[src/rtl/dp_seq_ctrl.sv]
// Job sequencer for dp_top: walks every split of a job through AXI load, NTT and
// URAM write-back (CTXT) or MADD (PTXT), with per-phase watchdog and error reporting.
module dp_seq_ctrl #(
  parameter int NUM_SPLIT = 4,
  parameter int TIMEOUT_W = 20
) (
  input  logic       clk,
  input  logic       rst,
  input  logic       i_job_valid,
  output logic       o_job_ready,
  input  logic [1:0] i_job_mode,
  input  logic [2:0] i_job_nsplit,
  output logic       o_job_done,
  output logic       o_job_err,
  output logic [1:0] o_err_code,
  output logic       o_busy,
  output logic [1:0] o_mode,
  output logic [1:0] o_idx_split,
  input  logic       i_axi_done,
  output logic       o_ntt_start,
  input  logic       i_ntt_done,
  output logic       o_wruram_start,
  input  logic       i_wruram_done,
  output logic       o_madd_start,
  input  logic       i_madd_done
);

  localparam int MAX_N_SPLIT = NUM_SPLIT;
  localparam logic [2:0] NSPLIT_MAX = 3'(MAX_N_SPLIT);
  localparam logic [1:0] MODE_CTXT = 2'b01;
  localparam logic [1:0] MODE_PTXT = 2'b10;
  localparam logic [1:0] ERR_NONE = 2'b00;
  localparam logic [1:0] ERR_ILLEGAL = 2'b01;
  localparam logic [1:0] ERR_TIMEOUT = 2'b10;
  localparam logic [1:0] ERR_EARLY = 2'b11;
  // Abort when the counter would step onto all-ones.
  localparam logic [TIMEOUT_W-1:0] WD_LAST = {{(TIMEOUT_W-1){1'b1}}, 1'b0};

  typedef enum logic [3:0] {
    S_IDLE, S_WAIT_AXI, S_NTT_GO, S_NTT_WAIT, S_POST_GO, S_POST_WAIT, S_NEXT, S_FIN, S_ERR
  } state_t;

  state_t               state_reg, state_next;
  logic [1:0]           mode_reg, mode_next;
  logic [2:0]           nsplit_reg, nsplit_next;
  logic [1:0]           split_reg, split_next;
  logic [1:0]           err_code_reg, err_code_next;
  logic [TIMEOUT_W-1:0] wd_reg, wd_next;
  logic                 armed_reg, armed_next;
  logic                 ready_reg, busy_reg, done_reg, err_reg;
  logic                 ntt_start_reg, wruram_start_reg, madd_start_reg;

  logic       job_legal, first_wait, wd_expire, wait_state, last_split;
  logic       post_done, ntt_armed, post_rise;
  logic [1:0] post_done_vec, post_rise_vec;

  // Rising-edge detectors on the post-phase done levels (bit 1 madd, bit 0 wruram).
  assign post_done_vec = {i_madd_done, i_wruram_done};
  for (genvar gi = 0; gi < 2; gi++) begin : g_rise
    logic prev_reg;
    always_ff @(posedge clk) begin
      if (rst) prev_reg <= 1'b0;
      else     prev_reg <= post_done_vec[gi];
    end
    assign post_rise_vec[gi] = post_done_vec[gi] & ~prev_reg;
  end

  assign post_rise  = |post_rise_vec;
  assign job_legal  = ((i_job_mode == MODE_CTXT) || (i_job_mode == MODE_PTXT)) &&
                      (i_job_nsplit != 3'd0) && (i_job_nsplit <= NSPLIT_MAX);
  assign first_wait = (wd_reg == '0);
  assign wd_expire  = (wd_reg == WD_LAST);
  assign wait_state = (state_reg == S_WAIT_AXI) || (state_reg == S_NTT_WAIT) ||
                      (state_reg == S_POST_WAIT);
  assign last_split = ({1'b0, split_reg} == (nsplit_reg - 3'd1));
  assign post_done  = (mode_reg == MODE_CTXT) ? i_wruram_done : i_madd_done;
  // Early-done detection is armed only if the NTT done was low in the first wait cycle.
  assign ntt_armed  = first_wait ? ~i_ntt_done : armed_reg;

  always_comb begin
    state_next    = state_reg;
    mode_next     = mode_reg;
    nsplit_next   = nsplit_reg;
    split_next    = split_reg;
    err_code_next = err_code_reg;
    armed_next    = armed_reg;
    case (state_reg)
      S_IDLE: begin
        if (i_job_valid) begin
          mode_next     = i_job_mode;
          nsplit_next   = i_job_nsplit;
          split_next    = '0;
          err_code_next = ERR_NONE;
          if (job_legal) begin
            state_next = S_WAIT_AXI;
          end else begin
            state_next    = S_ERR;
            err_code_next = ERR_ILLEGAL;
          end
        end
      end
      S_WAIT_AXI: begin
        if (i_axi_done) begin
          state_next = S_NTT_GO;
        end else if (wd_expire) begin
          state_next    = S_ERR;
          err_code_next = ERR_TIMEOUT;
        end
      end
      S_NTT_GO: state_next = S_NTT_WAIT;
      S_NTT_WAIT: begin
        if (first_wait) armed_next = ~i_ntt_done;
        if (ntt_armed && post_rise) begin
          state_next    = S_ERR;
          err_code_next = ERR_EARLY;
        end else if (!first_wait && i_ntt_done) begin
          state_next = S_POST_GO;
        end else if (wd_expire) begin
          state_next    = S_ERR;
          err_code_next = ERR_TIMEOUT;
        end
      end
      S_POST_GO: state_next = S_POST_WAIT;
      S_POST_WAIT: begin
        if (!first_wait && post_done) begin
          state_next = S_NEXT;
        end else if (wd_expire) begin
          state_next    = S_ERR;
          err_code_next = ERR_TIMEOUT;
        end
      end
      S_NEXT: begin
        if (last_split) begin
          state_next = S_FIN;
        end else begin
          split_next = split_reg + 2'd1;
          // NEXT doubles as the AXI check of the following split when the load is already done.
          state_next = i_axi_done ? S_NTT_GO : S_WAIT_AXI;
        end
      end
      S_FIN:   state_next = S_IDLE;
      S_ERR:   state_next = S_IDLE;
      default: state_next = S_IDLE;
    endcase
    if (state_next == S_IDLE) split_next = '0;
  end

  always_comb begin
    wd_next = '0;
    if (wait_state && (state_next == state_reg)) wd_next = wd_reg + 1'b1;
  end

  always_ff @(posedge clk) begin
    if (rst) begin
      state_reg        <= S_IDLE;
      mode_reg         <= '0;
      nsplit_reg       <= '0;
      split_reg        <= '0;
      err_code_reg     <= ERR_NONE;
      wd_reg           <= '0;
      armed_reg        <= 1'b0;
      ready_reg        <= 1'b1;
      busy_reg         <= 1'b0;
      done_reg         <= 1'b0;
      err_reg          <= 1'b0;
      ntt_start_reg    <= 1'b0;
      wruram_start_reg <= 1'b0;
      madd_start_reg   <= 1'b0;
    end else begin
      state_reg        <= state_next;
      mode_reg         <= mode_next;
      nsplit_reg       <= nsplit_next;
      split_reg        <= split_next;
      err_code_reg     <= err_code_next;
      wd_reg           <= wd_next;
      armed_reg        <= armed_next;
      ready_reg        <= (state_next == S_IDLE);
      busy_reg         <= (state_next != S_IDLE);
      done_reg         <= (state_next == S_FIN);
      err_reg          <= (state_next == S_ERR);
      ntt_start_reg    <= (state_next == S_NTT_GO);
      wruram_start_reg <= (state_next == S_POST_GO) && (mode_next == MODE_CTXT);
      madd_start_reg   <= (state_next == S_POST_GO) && (mode_next == MODE_PTXT);
    end
  end

  assign o_job_ready    = ready_reg;
  assign o_busy         = busy_reg;
  assign o_job_done     = done_reg;
  assign o_job_err      = err_reg;
  assign o_err_code     = err_code_reg;
  assign o_mode         = mode_reg;
  assign o_idx_split    = split_reg;
  assign o_ntt_start    = ntt_start_reg;
  assign o_wruram_start = wruram_start_reg;
  assign o_madd_start   = madd_start_reg;

endmodule
[config.mk]
export PLATFORM = sky130hd
export DESIGN_NAME = dp_seq_ctrl
export DESIGN_NICKNAME = d
export VERILOG_FILES = /design/src/rtl/dp_seq_ctrl.sv
export SDC_FILE = /design/constraint.sdc
export NUM_CORES = 1
export LEC_CHECK = 0
export CORE_ASPECT_RATIO = 1.4
export CORE_MARGIN = 5
export CORE_UTILIZATION = 56
export DETAILED_ROUTE_END_ITERATION = 10
export PLACE_DENSITY = 0.89
export SYNTH_ARGS = -nofsm -noshare
export SYNTH_HDL_FRONTEND = slang
export SYNTH_SLANG_ARGS = --single-unit
[constraint.sdc]
create_clock -name clk -period 2.9 [get_ports clk]
set_input_delay 0.58 -clock clk [delete_from_list [all_inputs] [get_ports clk]]
set_output_delay 0.58 -clock clk [all_outputs]
set_load 0.05 [all_outputs]
==> metrics.md <==
| Metric | Value |
|---|---|
| Clock sinks | 43 |
| Hold buffers post-CTS | 0 |
| Die Ht | 84.7 µm |
| Clock Tree Buf Depth | 2 |
| Proportion of layout cells with a drive suffix above 1 | 9.00% |
| Final setup vio count | 0 |
| Crit Reg-Reg Endpoint | o_ntt_start$_SDFF_PP0_ |
| Synth-to-layout area growth | 16.2% |
| Final count of pins violating max slew | 0 |
| Post-DP HPWL | 3500 µm |
| Sequential cell area fraction in the yosys report | 38.6% |
| Tcrit/Tclk final | 85.8% |
| CTS buffer count | 5 |
| Clk_lat worst skew | 0.30 ns |
| Worst flop-to-flop path startpoint | wd_reg[2]$_SDFF_PP0_ |
| Setup Skew | 0.00983 ns |
| Initial detailed-routing violation count | 117 |
| Initial Util | 57.4% |
| First-pass GRT wire length | 8310 µm |
| Number of flip-flops in the largest register | 20 |
| Worst reg2reg path depth | 6 |
| Hold Crit Class | reg -> reg |
| Yosys warning count | 0 |
| N_diodes | 0 |
| Post-synth EDFFs | 0 |
| VDD IR max | 0.000511 V |
| Fin. Hold Viols | 0 |
| Die area | 0.00536 mm² |
| Worst-path maximum fanout | 6 |
| Avg Inst Size Synth | 8.58 µm² |
| Max-Cap Viols | 0 |
| Syn Inst Count | 260 |
| CTS tree | yes |
| PD cells | 468 mW/mm² |
| Sum of negative setup slack | 0 ns |
| Vias in the first global route | 1,873 |
| Final min period | 2.49 ns |
| Post-CTS Resized | 0 |
| Maximum operating frequency | 402 MHz |
| Relative slew margins | 59.3% |
| WHS Path Cells | 2 |
| Gpl congestion | 0.894 |
| First-pass DRT Iterations | 5 |
| Worst Setup End Kind | register |
| R2R setup slack | 0.41 ns |
| CP Launch Type | register |
| Global route total overflow | 0 |
| CP Data Required Time | 3.10 ns |
| DR WL/cell | 14.6 µm |
| Rows | 27 |
| Core Region | 0.00388 mm² |
| Critical Path AT | 2.69 ns |
| Most used DFF post-synth | dfxtp_1 |
| GRT Overall Usage | 18.8% |
| Count of different cell masters after synthesis | 55 |
| Largest net degree at the start of global routing | 23 |
| Clk slew on worst S/H paths | 0.08 ns |
| Vias | 1,977 |
| Drt total wl | 4860 µm |
| RSZ-0062 raised after global routing | no |
| Async SR Flop Fraction | 0% |
| Tightest Pin Transition | 0.602 ns |
| DIE WIDTH | 63.3 µm |
| Post-route ant nets | 0 |
| Hold Path Origin | nsplit_reg[1]$_SDFFE_PP0P_ |
| WS Path Type | reg -> reg |
| Status | finished, final reports clean |
| Syn Std Cell Area | 0.00223 mm² |
| Buffers on Ports | 24 |
| Post-CTS Setup Bufs | 0 |
| Routed vias/inst | 5.95 |
| Hold Path End | nsplit_reg[1]$_SDFFE_PP0P_ |
| H-tree Lvls | 2 |
| Layout Nets | 304 |
| Hold_ws | 0.459 ns |
| Root Buffer | clkbuf_8 |
| #FFs+latches synth | 43 |
| Leakage Power | 0.861 nW |
| Syn_nets | 276 |
| DR DRC count | 0 |
| IO Pins | 25 |
| Initial antenna violation count | 0 |
==> routing by layer <==
| layer | up-vias | wire length, µm | global-route usage, % | part of all wire, % |
|---|---|---|---|---|
| li1 | 987 | - | - | - |
| met4 | 0 | 134 | 9.26 | 2.8 |
| met5 | - | 0 | 0 | 0 |
| met3 | 13 | 254 | 3.75 | 5.2 |
| met2 | 52 | 2470 | 33.4 | 51 |
| met1 | 925 | 1990 | 20.8 | 41 |
==> critical path, cell delays in order, from the launching register on <==
cell and delay (ns):
dfxtp_1 0.38, or4_4 0.56, or2_4 0.30, o311a_1 0.36, a211o_1 0.34, a21boi_2 0.18, nor4bb_2 0.29
==> kinds of logic (layout without fill, tap and decap cells) <==
group	Yosys count	after routing	synth area share, %
xor gates and xnor gates	22	22	8.64
adders and majority gates	4	4	2.24
AOI/OAI and AO/OA	51	51	16.5
muxes	1	1	0.505
DFF	43	43	38.6
and+or+nand+nor	124	124	29.1
buffers and inverters	15	44	4.37
==> worst max path at each step <==
stage	startpoint	endpoint	slack [ns]	cells after the start
floorplan	o_mode[0]$_SDFF_PP0_	o_ntt_start$_SDFF_PP0_	0.52	6
global placement	i_ntt_done	wd_reg[5]$_SDFF_PP0_	0.18	8
detailed placement	i_ntt_done	wd_reg[16]$_SDFF_PP0_	0.14	8
CTS	wd_reg[2]$_SDFF_PP0_	o_ntt_start$_SDFF_PP0_	0.41	6
global route	wd_reg[5]$_SDFF_PP0_	o_ntt_start$_SDFF_PP0_	0.22	6
finish	wd_reg[2]$_SDFF_PP0_	o_ntt_start$_SDFF_PP0_	0.41	6
==> where the power goes <==
group	switching, mW	internal [mW]
Clock	0.198	0.217
Sequential	0.0114	0.606
Combinational	0.108	0.0732
Total	0.317	0.897
==> stage by stage <==
stage	util [%]	total power, mW	setup slack (ns)	std cells	area (µm²)
after floorplan	-	0.747	0.521	260	2230
after global placement	64.1	0.806	0.184	324	2490
after detailed placement	64.1	0.809	0.135	324	2490
after CTS	66.7	1.22	0.410	332	2590
after global routing	66.7	1.27	0.222	332	2590
final	66.7	1.21	0.412	332	2590
==> cells in the final DEF (no fill, tap or decap), types with 2 or more instances in the layout <==
cell type	synthesis	final
a21oi_1	16	16
a311oi_1	3	3
a31oi_1	2	2
and2b_2	2	2
and3_1	4	4
buf_4	0	5
clkbuf_8	1	7
clkdlybuf4s50_1	0	24
dfxtp_1	43	43
ha_1	4	4
inv_1	7	7
nand2_1	23	23
nand2b_1	2	2
nand3_1	11	11
nand3b_1	2	2
nand4_1	5	5
nor2_1	38	38
nor2b_1	3	3
nor3_1	11	11
nor3b_1	5	5
nor4_1	4	4
o211a_1	2	2
o21a_1	2	2
o21ai_0	4	4
o21bai_1	4	4
o22ai_1	2	2
o311a_1	2	2
o31ai_1	2	2
or3_1	3	3
or4_4	2	2
xnor2_1	9	9
xor2_1	13	13
==> layout make-up <==
class,count,area (µm²)
clock buffers,8,100
fillers,318,1290
inverters,7,26.3
multi-input cells,202,1270
flip-flops and latches,43,861
well taps,43,53.8
repair buffers,29,278
==> synthesized netlist by cell type (all sizes together) (5+ instances only) <==
cell	number	share of area (%)
xor2	13	5.1
dfxtp	43	39
nand3	11	2.5
nor2	39	6.9
nor3	11	2.5
clkbuf	5	1.3
inv	7	1.2
nand2	23	3.9
xnor2	9	3.5
nor3b	5	1.7
a21oi	17	4.3
nand4	5	1.4
Power figures use the tool's default switching activity.
